[src/rtl/branch_resolve_unit_pkg.sv]
// Shared definitions for the branch resolve unit: condition codes, FSM encoding,
// flag bit positions (also used by the ALU) and the next-PC helper.
package branch_resolve_unit_pkg;

    localparam logic [2:0] COND_BE  = 3'b000;
    localparam logic [2:0] COND_BLT = 3'b001;
    localparam logic [2:0] COND_BLE = 3'b010;
    localparam logic [2:0] COND_BNE = 3'b011;
    localparam logic [2:0] COND_B   = 3'b100;
    localparam logic [2:0] COND_BGE = 3'b101;
    localparam logic [2:0] COND_BGT = 3'b110;
    localparam logic [2:0] COND_BCS = 3'b111;

    localparam int FLAG_S = 3;
    localparam int FLAG_Z = 2;
    localparam int FLAG_C = 1;
    localparam int FLAG_V = 0;

    typedef enum logic [1:0] {
        ST_IDLE = 2'b00,
        ST_WAIT = 2'b01,
        ST_RESP = 2'b10
    } state_t;

    // Sequential PC is pc+1; a taken branch adds the sign-extended displacement on top.
    function automatic logic [15:0] next_pc(input logic [15:0] pc, input logic [7:0] disp,
                                            input logic taken);
        logic [15:0] seq_pc;
        seq_pc = pc + 16'd1;
        return taken ? seq_pc + {{8{disp[7]}}, disp} : seq_pc;
    endfunction

endpackage

[src/rtl/branch_resolve_unit_cond_eval.sv]
// Combinational condition-code evaluation against an SZCV flag vector.
module branch_cond_eval
    import branch_resolve_unit_pkg::*;
(
    input  logic [2:0] cond,
    input  logic [3:0] szcv,
    output logic       taken
);

    logic s, z, c, v, lt;

    always_comb begin
        s     = szcv[FLAG_S];
        z     = szcv[FLAG_Z];
        c     = szcv[FLAG_C];
        v     = szcv[FLAG_V];
        lt    = s ^ v;
        taken = 1'b0;
        case (cond)
            COND_BE:  taken = z;
            COND_BLT: taken = lt;
            COND_BLE: taken = z | lt;
            COND_BNE: taken = ~z;
            COND_B:   taken = 1'b1;
            COND_BGE: taken = ~lt;
            COND_BGT: taken = ~z & ~lt;
            COND_BCS: taken = c;
            default:  taken = 1'b0;
        endcase
    end

endmodule

[src/rtl/branch_resolve_unit.sv]
// Resolves conditional branches against the SZCV register, forwarding same-cycle
// ALU flag writes and stalling while a flag-writing operation is still in flight.
module branch_resolve_unit
    import branch_resolve_unit_pkg::*;
(
    input  logic        clk,
    input  logic        rst_n,
    input  logic        flag_we,
    input  logic [3:0]  szcv_in,
    input  logic        flag_pending,
    input  logic        br_valid,
    output logic        br_ready,
    input  logic [2:0]  br_cond,
    input  logic [7:0]  br_disp,
    input  logic [15:0] br_pc,
    output logic        res_valid,
    input  logic        res_ready,
    output logic        res_taken,
    output logic [15:0] res_target,
    output logic [3:0]  flags
);

    // Handshake: a transfer happens on a rising edge where valid and ready are both 1;
    // the sender holds its payload stable while valid=1 and ready=0.

    state_t      state_q;
    logic [3:0]  flags_q;
    logic [2:0]  cond_q;
    logic [7:0]  disp_q;
    logic [15:0] pc_q;

    logic [2:0]  eval_cond;
    logic [7:0]  eval_disp;
    logic [15:0] eval_pc;
    logic [3:0]  eff_flags;
    logic        eval_taken;
    logic [15:0] eval_target;

    // In IDLE the live request is evaluated; in WAIT the captured one is.
    always_comb begin
        eval_cond = cond_q;
        eval_disp = disp_q;
        eval_pc   = pc_q;
        if (state_q == ST_IDLE) begin
            eval_cond = br_cond;
            eval_disp = br_disp;
            eval_pc   = br_pc;
        end
    end

    assign eff_flags = flag_we ? szcv_in : flags_q;

    branch_cond_eval u_cond_eval (
        .cond  (eval_cond),
        .szcv  (eff_flags),
        .taken (eval_taken)
    );

    assign eval_target = next_pc(eval_pc, eval_disp, eval_taken);
    assign flags       = flags_q;

    always_ff @(posedge clk or negedge rst_n) begin
        if (!rst_n) begin
            state_q    <= ST_IDLE;
            flags_q    <= 4'b0000;
            cond_q     <= 3'b000;
            disp_q     <= 8'h00;
            pc_q       <= 16'h0000;
            br_ready   <= 1'b1;
            res_valid  <= 1'b0;
            res_taken  <= 1'b0;
            res_target <= 16'h0000;
        end else begin
            if (flag_we) begin
                flags_q <= szcv_in;
            end
            case (state_q)
                ST_IDLE: begin
                    if (br_valid) begin
                        cond_q   <= br_cond;
                        disp_q   <= br_disp;
                        pc_q     <= br_pc;
                        br_ready <= 1'b0;
                        // Unconditional branches never depend on flags, so they skip the stall.
                        if (flag_pending && (br_cond != COND_B)) begin
                            state_q <= ST_WAIT;
                        end else begin
                            res_taken  <= eval_taken;
                            res_target <= eval_target;
                            res_valid  <= 1'b1;
                            state_q    <= ST_RESP;
                        end
                    end
                end
                ST_WAIT: begin
                    if (flag_we) begin
                        res_taken  <= eval_taken;
                        res_target <= eval_target;
                        res_valid  <= 1'b1;
                        state_q    <= ST_RESP;
                    end
                end
                ST_RESP: begin
                    if (res_ready) begin
                        res_valid <= 1'b0;
                        br_ready  <= 1'b1;
                        state_q   <= ST_IDLE;
                    end
                end
                default: begin
                    res_valid <= 1'b0;
                    br_ready  <= 1'b1;
                    state_q   <= ST_IDLE;
                end
            endcase
        end
    end

endmodule

[config.mk]
export PLATFORM = sky130hd
export DESIGN_NAME = branch_resolve_unit
export DESIGN_NICKNAME = d
export VERILOG_FILES = /design/src/rtl/branch_resolve_unit_pkg.sv /design/src/rtl/branch_resolve_unit_cond_eval.sv /design/src/rtl/branch_resolve_unit.sv
export SDC_FILE = /design/constraint.sdc
export NUM_CORES = 1
export LEC_CHECK = 0
export BUFFER_PORTS_ARGS = -buffer_cell sky130_fd_sc_hd__buf_2
export CORE_UTILIZATION = 64
export CTS_BUF_LIST = sky130_fd_sc_hd__clkbuf_2 sky130_fd_sc_hd__clkbuf_4 sky130_fd_sc_hd__clkbuf_8
export CTS_CLUSTER_SIZE = 24
export DETAILED_ROUTE_END_ITERATION = 10
export PLACE_DENSITY = 0.92
export SYNTH_ARGS = -nofsm -noshare
export SYNTH_HDL_FRONTEND = slang
export SYNTH_SLANG_ARGS = --single-unit
export TNS_END_PERCENT = 50
[constraint.sdc]
create_clock -name clk -period 7.5 [get_ports clk]
set_input_delay 0.375 -clock clk [delete_from_list [all_inputs] [get_ports clk]]
set_output_delay 0.375 -clock clk [all_outputs]
set_load 0.05 [all_outputs]
==> Word-level counts from Yosys, hierarchy flattened <==
Cells that the tools add are included.
{ "totals": {"reg_bits": 52, "input_bits": 37, "out_inout_bits": 23, "elab_cells": 67} }
{ "op_classes": {"add_sub_neg": 2, "eq_ne": 14, "mux": 27, "bitwise": 6, "reduce_logical": 9} }
{ "ops": {"columns": ["op", "n"], "rows": [
  ["two-way mux 16 bit", 5],
  ["case mux 16 bit (2 select lines)", 1],
  ["adder 16 x 1 -> 16 bit (second input constant)", 1],
  ["adder 16 bit", 1],
  ["== test 3 bit (second input constant)", 4],
  ["two-way mux 1 bit", 9],
  ["two-way mux 2 bit", 4],
  ["two-way mux 8 bit", 1],
  ["!= test 2 bit (second input constant)", 4],
  ["case mux 1 bit (8 select lines)", 1],
  ["AND reduction 4 bit", 2],
  ["== test 3 x 2 -> 1 bit (second input constant)", 2],
  ["case mux 1 bit (3 select lines)", 2],
  ["case mux 2 bit (3 select lines)", 1],
  ["AND reduction 3 bit", 2],
  ["two-way mux 4 bit", 1],
  ["== test 3 x 1 -> 1 bit (second input constant)", 1],
  ["zero test 3 bit", 1],
  ["two-way mux 3 bit", 1],
  ["!= test 3 bit (second input constant)", 1],
  ["inverter 1 bit", 3],
  ["== test 2 x 1 -> 1 bit (second input constant)", 1],
  ["== test 2 bit (second input constant)", 1],
  ["zero test 2 bit", 1],
  ["other kinds (7)", 7]
]} }

==> Logic depth before layout (Yosys ltp) <==
Gate-level depths: netlist (run 1).
{ "depth": {"ltp_word": 9, "depth_mapped": 21, "depth_no_buf": 17} }

==> By module <==
Synthesis (run 1) repeated with hierarchy kept, for this count alone.
{ "hier_totals": {"cells_unflattened": 384, "area_unflattened_um2": 3688.5} }
{ "modules_own_cells": {"columns": ["module", "instances", "cells_each", "area_per_inst_um2", "seq_area_each_um2"], "rows": [
  ["branch_resolve_unit", 1, 372, 3609.7, 1302.5],
  ["branch_cond_eval", 1, 12, 78.8, 0.0]
]} }

==> Worst setup path after synthesis (run 1) <==
OpenSTA, ideal clock, no wires.
{ "synth_timing": {"path_kind": "flip-flop to flip-flop", "start": "register state_q[1]", "end": "register res_target[15]", "setup_ns": 0.137, "t_arrival_ns": 4.315, "setup_slack_ns": 3.048, "stages_incl_launch_ff": 22, "n_path_buf": 4, "synth_period_minus_slack_ns": 4.452, "path_cell_list": "dfrtp_1 or2_1 clkbuf_1 buf_2 buf_1 mux2i_1 inv_1 ha_1 inv_1 a221oi_2 nand2_1 nor4_1 xnor2_1 ha_1 clkbuf_1 nand2_1 a2111oi_0 o21ai_0 a21o_1 a211oi_1 xnor2_1 a21oi_1"} }
{ "synth_via": {"elab_chain_cells": 8, "word_cells_on_any_way": 26, "cone_classes": "2 x add/sub; 11 x eq/ne; 9 x mux; 4 x reduce/logical"} }
{ "synth_lines": {"columns": ["item", "line", "source"], "rows": [
  ["start: declaration", "branch_resolve_unit.sv:26", "state_t state_q;"],
  ["start signal: assignment", "branch_resolve_unit.sv:64", "state_q <= ST_IDLE;"],
  ["start signal: assignment", "branch_resolve_unit.sv:86", "state_q <= ST_WAIT;"],
  ["start signal: assignment", "branch_resolve_unit.sv:91", "state_q <= ST_RESP;"],
  ["zero test 2 bit", "branch_resolve_unit.sv:44, branch_resolve_unit.sv:77", null],
  ["two-way mux 16 bit or two-way mux 3 bit (tied branches)", "branch_resolve_unit.sv:44", "if (state_q == ST_IDLE) begin"],
  ["adder 16 x 1 -> 16 bit (tied with other cells)", "branch_resolve_unit_pkg.sv:29", "seq_pc = pc + 16'd1;"],
  ["adder 16 bit or case mux 1 bit (8 select lines) (tied branches)", "branch_resolve_unit_pkg.sv:30, branch_resolve_unit_cond_eval.sv:19", null],
  ["two-way mux 16 bit", "branch_resolve_unit_pkg.sv:30", "return taken ? seq_pc + {{8{disp[7]}}, disp} : seq_pc;"],
  ["two-way mux 16 bit", "branch_resolve_unit.sv:85", "if (flag_pending && (br_cond != COND_B)) begin"],
  ["two-way mux 16 bit", "branch_resolve_unit.sv:79", "if (br_valid) begin"],
  ["case mux 16 bit (2 select lines)", "branch_resolve_unit.sv:77", "case (state_q)"],
  ["end signal: assignment", "branch_resolve_unit.sv:89", "res_target <= eval_target;"],
  ["end signal: assignment", "branch_resolve_unit.sv:98", "res_target <= eval_target;"],
  ["end: declaration", "branch_resolve_unit.sv:19", "output logic [15:0] res_target,"]
]} }
Several ways; a longest one is shown, not always the timed one. The select of a mux whose other input is x is not followed.
A chain may end at the register's enable or synchronous reset.

==> Worst setup path in the final report (run 1) <==
{ "layout_timing": {"start": "register state_q[0]", "end": "register res_target[15]"} }
The elaborated chain is that of the path after synthesis.

==> results.json, run 1 <==
{
  "grtUsageTotal": 0.286,
  "hold_path.class": "input port to asynchronous set/reset pin",
  "route.detailed.drc": 0,
  "async_flop_share": 1.00,
  "synth_xor_area_frac": 0.0625,
  "setup_viol_count_final": 0,
  "finalHoldViolations": 0,
  "synthTopCellsByArea": "dfrtp_1 34%, mux2_2 9.8%, mux2i_1 6.6%",
  "hold_slack_ns": 0.173,
  "cts_made_buffers": 5,
  "path_class": "register to register",
  "cp_slowest_stage_delay_ns": 0.85,
  "cts_sinks": 52,
  "slew_viol_final": 0,
  "initial_core_util": 0.675,
  "setup_tns_ns": 0,
  "synth_adder_area_share": 0.0582,
  "hold_buffers": 0,
  "path_cells": "or2_1 -> mux2i_1 -> inv_1 -> ha_1 -> inv_1 -> a221oi_2 -> nand2_1 -> nor4_1 -> xnor2_1 -> ha_1 -> nand2_1 -> a2111oi_0 -> o21ai_0 -> a21o_1 -> a211oi_1 -> xnor2_1 -> a21oi_1",
  "synth_top_area_share": 0.337,
  "num_rows": 27,
  "synth_cell_type_count": 52,
  "synthFlopType": "dfrtp_1",
  "rsz0062_at_grt": "no",
  "path_delay_family": "simple AND/OR/NAND/NOR gates",
  "yosysMostFrequentCell": "dfrtp_1",
  "layout-drive-gt1-share": 0.247,
  "die_h_um": 78.9,
  "num_vias": 3301,
  "antenna_found_initial": 0,
  "syn_inst": 414,
  "synth_edf_count": 0,
  "stdcell_area_um2": 4200,
  "max-cap-violations": 0,
  "syn_to_final_growth_pct": 10.8,
  "synth_top_family_by_area": "simple AND/OR/NAND/NOR gates",
  "grt_pass1_vias": 3004,
  "place_area_um2": 4110,
  "yosys.area_share.simple": 0.171,
  "drt_iter0_markers": 319,
  "stdcell_count": 537,
  "cts_root_buffer": "clkbuf_8",
  "clk-insertion-delay-late_ns": 0.31,
  "arrival_ns": 5.51,
  "ys_seq_area_frac": 0.344,
  "critPathMaxFanout": 24,
  "antennaDiodeCount": 0,
  "muxShareOfSynthArea": 0.168,
  "antenna_left": 0,
  "drt-total-wl_um": 8470,
  "syn_area_per_cell_um2": 9.15,
  "grt_overflow_total": 0,
  "post_cts_buffers": 0,
  "status": "completed",
  "fp.dieW_um": 78.9,
  "hpwl_um": 6390,
  "portBuffers": 59,
  "worst_pin_slew_ns": 1.23,
  "max_slew_margin": 0.181,
  "coreArea_um2": 5610,
  "cts_htree_levels": 2,
  "yosys_register_bits": 52,
  "fin_crit_ns": 5.32,
  "grt_first_pass_wirelength_um": 14000,
  "cts.path.max_buffers": 2,
  "ys_warn_count": 0,
  "gp_congestion": 0.970,
  "tritoncts": "built",
  "cp_slowest_cell": "or2_1",
  "ctsResizeCount": 0,
  "fin_crit_sh": 0.709,
  "crit_path_end_kind": "register",
  "yosysTopAreaCell": "dfrtp_1",
  "drt_pass1_iterations": 5,
  "timing.fmax_mhz": 188,
  "synth_compound_area_frac": 0.158,
  "critical_path.startpoint_type": "register",
  "fin_nets": 518,
  "finalClockSkew_ns": 0.00755,
  "ios": 60,
  "viasPerCell": 6.15,
  "cp.required_ns": 7.69,
  "dp.cells": 529,
  "worst-path-buf-inv": 2,
  "syn_area_um2": 3790,
  "grt_max_degree": 53,
  "cts.clk_slew.worst_paths_ns": 0.09,
  "yosys-top-cells-count": "51 x dfrtp_1, 47 x nand2_1, 33 x mux2_2, 33 x nor2_1, 26 x a21oi_1",
  "fill_cells": 394,
  "synth_nets": 468,
  "die-area_um2": 6230,
  "wire_per_inst_um": 15.8
}
==> layout make-up <==
class	count	area, um2	area share
multi-input combinational	329	2340	0.559
sequential	52	1300	0.310
timing repair buffer	62	318	0.0758
tap	72	90.1	0.0215
clock buffer	7	83.8	0.0200
inverter	14	52.6	0.0125
clock inverter	1	5.00	0.00119
==> flip-flops by register name, indices dropped and copies added, names as in the netlist <==
| register | cells |
|---|---|
| pc_q | 16 |
| res_target | 16 |
| disp_q | 8 |
| flags | 4 |
| cond_q | 3 |
| state_q | 2 |
| br_ready | 1 |
| res_taken | 1 |
| res_valid | 1 |
==> path summary, 6_finish.rpt <==
path	from	to	slack [ns]	cells after the start
setup / recovery	state_q[0]$_DFFE_PN0P_	res_target[15]$_DFFE_PN0P_	2.18	17
hold / removal	rst_n	disp_q[4]$_DFFE_PN0P_	0.17	2
hold reg to reg	res_valid$_DFFE_PN0P_	res_valid$_DFFE_PN0P_	0.51	1
min in group clk	br_disp[2]	disp_q[2]$_DFFE_PN0P_	0.30	2
max in group asynchronous	rst_n	pc_q[13]$_DFFE_PN0P_	6.89	2
setup reg to reg	state_q[0]$_DFFE_PN0P_	res_target[15]$_DFFE_PN0P_	2.18	17
==> cell usage in the layout, fill, tap and decap left out, types with 3 or more instances in the layout <==
| cell type | count |
|---|---|
| o21a_1 | 6 |
| and2_1 | 4 |
| o21ai_0 | 21 |
| mux2_2 | 33 |
| a31oi_1 | 8 |
| buf_2 | 59 |
| nand3_1 | 12 |
| a21oi_1 | 26 |
| ha_1 | 16 |
| dfrtp_1 | 51 |
| o211ai_1 | 6 |
| nand2_1 | 47 |
| nor2b_1 | 4 |
| inv_1 | 14 |
| xnor2_1 | 16 |
| nand3b_1 | 6 |
| a21o_1 | 4 |
| nand4bb_1 | 3 |
| a211oi_1 | 6 |
| buf_4 | 3 |
| or3_1 | 3 |
| nor2_1 | 33 |
| nor3_1 | 8 |
| clkbuf_8 | 5 |
| mux2i_1 | 25 |
| xor2_1 | 11 |
==> per-layer routing <==
metal / share of wire / vias up / GRT usage / routed length, um
met2: 0.46 / 138 / 0.467 / 3880
met5: 0 / - / 0 / 0
met1: 0.46 / 1545 / 0.390 / 3900
met3: 0.054 / 29 / 0.0402 / 458
li1: - / 1589 / - / -
met4: 0.027 / 0 / 0.100 / 230
==> kinds of logic (layout without fill, tap and decap cells) <==
| kind of cell | after synthesis | after routing |
|---|---|---|
| AND/OR/NAND/NOR | 133 | 133 |
| flip-flops | 52 | 52 |
| AO/OA/AOI/OAI | 93 | 93 |
| multiplexers | 59 | 59 |
| XOR/XNOR | 27 | 27 |
| adder cells (fa/ha/maj) | 17 | 17 |
| buffers and inverters | 33 | 84 |
==> metrics by stage <==
step,worst slack (ns),util
after floorplan,3.05,-
after global placement,2.67,0.732
after detailed placement,2.34,0.732
after CTS,2.32,0.748
after global routing,1.76,0.748
final,2.18,0.748
Power of run 1 is left out: the tool's default activity adds up to more than one toggle a clock period on the data nets, which glitch-free logic cannot reach.
==> run 2, diff against run 1 <==
--- a/config.mk
+++ b/config.mk
@@ -6,11 +6,11 @@
 export NUM_CORES = 1
 export LEC_CHECK = 0
 export BUFFER_PORTS_ARGS = -buffer_cell sky130_fd_sc_hd__buf_2
-export CORE_UTILIZATION = 64
+export CORE_UTILIZATION = 53
 export CTS_BUF_LIST = sky130_fd_sc_hd__clkbuf_2 sky130_fd_sc_hd__clkbuf_4 sky130_fd_sc_hd__clkbuf_8
 export CTS_CLUSTER_SIZE = 24
 export DETAILED_ROUTE_END_ITERATION = 10
-export PLACE_DENSITY = 0.92
+export PLACE_DENSITY = 0.81
 export SYNTH_ARGS = -nofsm -noshare
 export SYNTH_HDL_FRONTEND = slang
 export SYNTH_SLANG_ARGS = --single-unit
==> constraint.sdc (replaced) <==
create_clock -name clk -period 4.89 [get_ports clk]
set_input_delay 0.2445 -clock clk [delete_from_list [all_inputs] [get_ports clk]]
set_output_delay 0.2445 -clock clk [all_outputs]
set_load 0.05 [all_outputs]
==> run 2 against run 1 <==
Compared with the run above:
- via count shrank 2.5%
- cell count rose by 4.7%
- non-clock buffer count grew 1
- clock-buffer cell count shrank 1
- flip-flop and latch count stayed put
- final area is 1.4% higher
- core utilization fell by 13 points
- critical path type unchanged
==> results.json, run 2 (synthesized netlist as in run 1, its figures left out) <==
{
  "status": "completed",
  "hpwl_um": 6200,
  "cts_sinks": 52,
  "crit_path_end_kind": "register",
  "post_cts_buffers": 0,
  "seq_area_um2": 1300,
  "fin_crit_sh": 0.903,
  "viasPerCell": 5.73,
  "slew_viol_final": 0,
  "initial_core_util": 0.554,
  "fin_nets": 519,
  "cts_root_buffer": "clkbuf_8",
  "syn_to_final_growth_pct": 12.4,
  "grt_overflow_total": 0,
  "fp.dieW_um": 86.5,
  "wire_per_inst_um": 14.6,
  "path_class": "register to register",
  "timing.fmax_mhz": 226,
  "antenna_left": 0,
  "clk-insertion-delay-late_ns": 0.31,
  "antenna_found_initial": 0,
  "hold_slack_ns": 0.0430,
  "ios": 60,
  "grt_pass1_vias": 3089,
  "grt_max_degree": 53,
  "finalHoldViolations": 0,
  "cts.clk_slew.worst_paths_ns": 0.10,
  "die-area_um2": 7490,
  "cts_made_buffers": 5,
  "drt_iter0_markers": 224,
  "fill_cells": 600,
  "multi_input_area_um2": 2340,
  "setup_viol_count_final": 0,
  "die_h_um": 86.5,
  "cts_htree_levels": 2,
  "layout-drive-gt1-share": 0.249,
  "cts.path.max_buffers": 2,
  "grtUsageTotal": 0.237,
  "drt-met1-wl_um": 3890,
  "critPathMaxFanout": 24,
  "critical_path.startpoint_type": "register",
  "drt_pass1_iterations": 4,
  "hold_buffers": 0,
  "tritoncts": "built",
  "gp_congestion": 0.882,
  "arrival_ns": 4.60,
  "worst_pin_slew_ns": 1.22,
  "rsz0062_at_grt": "no",
  "final_cell_mix": "59 x buf_2, 51 x dfrtp_1, 47 x nand2_1",
  "grt_first_pass_wirelength_um": 14100,
  "critPathLaunch": "state_q[0]$_DFFE_PN0P_",
  "num_vias": 3218,
  "r2r-start": "state_q[0]$_DFFE_PN0P_",
  "final_common_cell": "buf_2",
  "finalClockSkew_ns": 0.00819,
  "portBuffers": 59,
  "highest_layer": "met4",
  "route.detailed.drc": 0,
  "coreArea_um2": 6830,
  "max-cap-violations": 0,
  "max_slew_margin": 0.185,
  "fin_crit_ns": 4.42,
  "setup_tns_ns": 0,
  "num_rows": 30,
  "drt-total-wl_um": 8220,
  "ctsResizeCount": 0,
  "antennaDiodeCount": 0,
  "hold_path.class": "input port to asynchronous set/reset pin",
  "wl_met3_um": 423,
  "wl_met2_um": 3740,
  "top_regs": "pc_q: 16 flops, res_target: 16 flops, disp_q: 8 flops",
  "cp.required_ns": 5.08
}
[run 2: cell types whose count changed in the layout (fill, tap and decap cells not counted), sizes merged]
cell,previous run,this run
bufinv,0,1
buf,62,63
clkbuf,7,6
[run 2: path summary, 6_finish.rpt]
path,endpoint,slack (ns),cells past startpoint
max in group asynchronous,pc_q[10]$_DFFE_PN0P_,4.41,2
max,res_target[15]$_DFFE_PN0P_,0.47,16
min in group clk,flags[1]$_DFF_PN0_,0.17,3
min,res_target[1]$_DFFE_PN0P_,0.04,2
max reg2reg,res_target[15]$_DFFE_PN0P_,0.47,16
min reg2reg,res_valid$_DFFE_PN0P_,0.50,1
[run 2: routing by layer]
| metal | GRT usage | vias up |
|---|---|---|
| li1 | - | 1591 |
| met1 | 0.319 | 1508 |
| met2 | 0.382 | 99 |
| met3 | 0.0429 | 20 |
| met4 | 0.0864 | 0 |
| met5 | 0 | - |
[run 2: through the flow]
step                      instances  setup slack [ns]  area, um2  utilization
after global routing            562            0.0678       4260        0.623
after detailed placement        554             0.558       4140        0.607
final                           562             0.473       4260        0.623
after global placement          554             0.736       4140        0.607
after CTS                       562             0.539       4260        0.623
after floorplan                 414             0.438       3790            -
[run 2: layout make-up]
type	instances	area share
Clock buffer	6	0.0179
Tap cell	96	0.0282
Timing Repair Buffer	63	0.0764
Sequential cell	52	0.306
Multi-Input combinational cell	329	0.551
Clock inverter	2	0.00823
Inverter	14	0.0123
[run 2: critical path: stages (launching register included)]
cell and delay, ns:
dfrtp_1 0.62, or3b_4 0.51, nand2_1 0.09, ha_1 0.19, inv_1 0.07, a221oi_2 0.24, nand2_1 0.16, nor4_1 0.39
xnor2_1 0.15, ha_1 0.45, nand2_1 0.18, a2111oi_0 0.37, o21ai_0 0.20, a21o_1 0.21, a211oi_1 0.23, xnor2_1 0.15
a21oi_1 0.08
Power of run 2 is left out for the same reason.
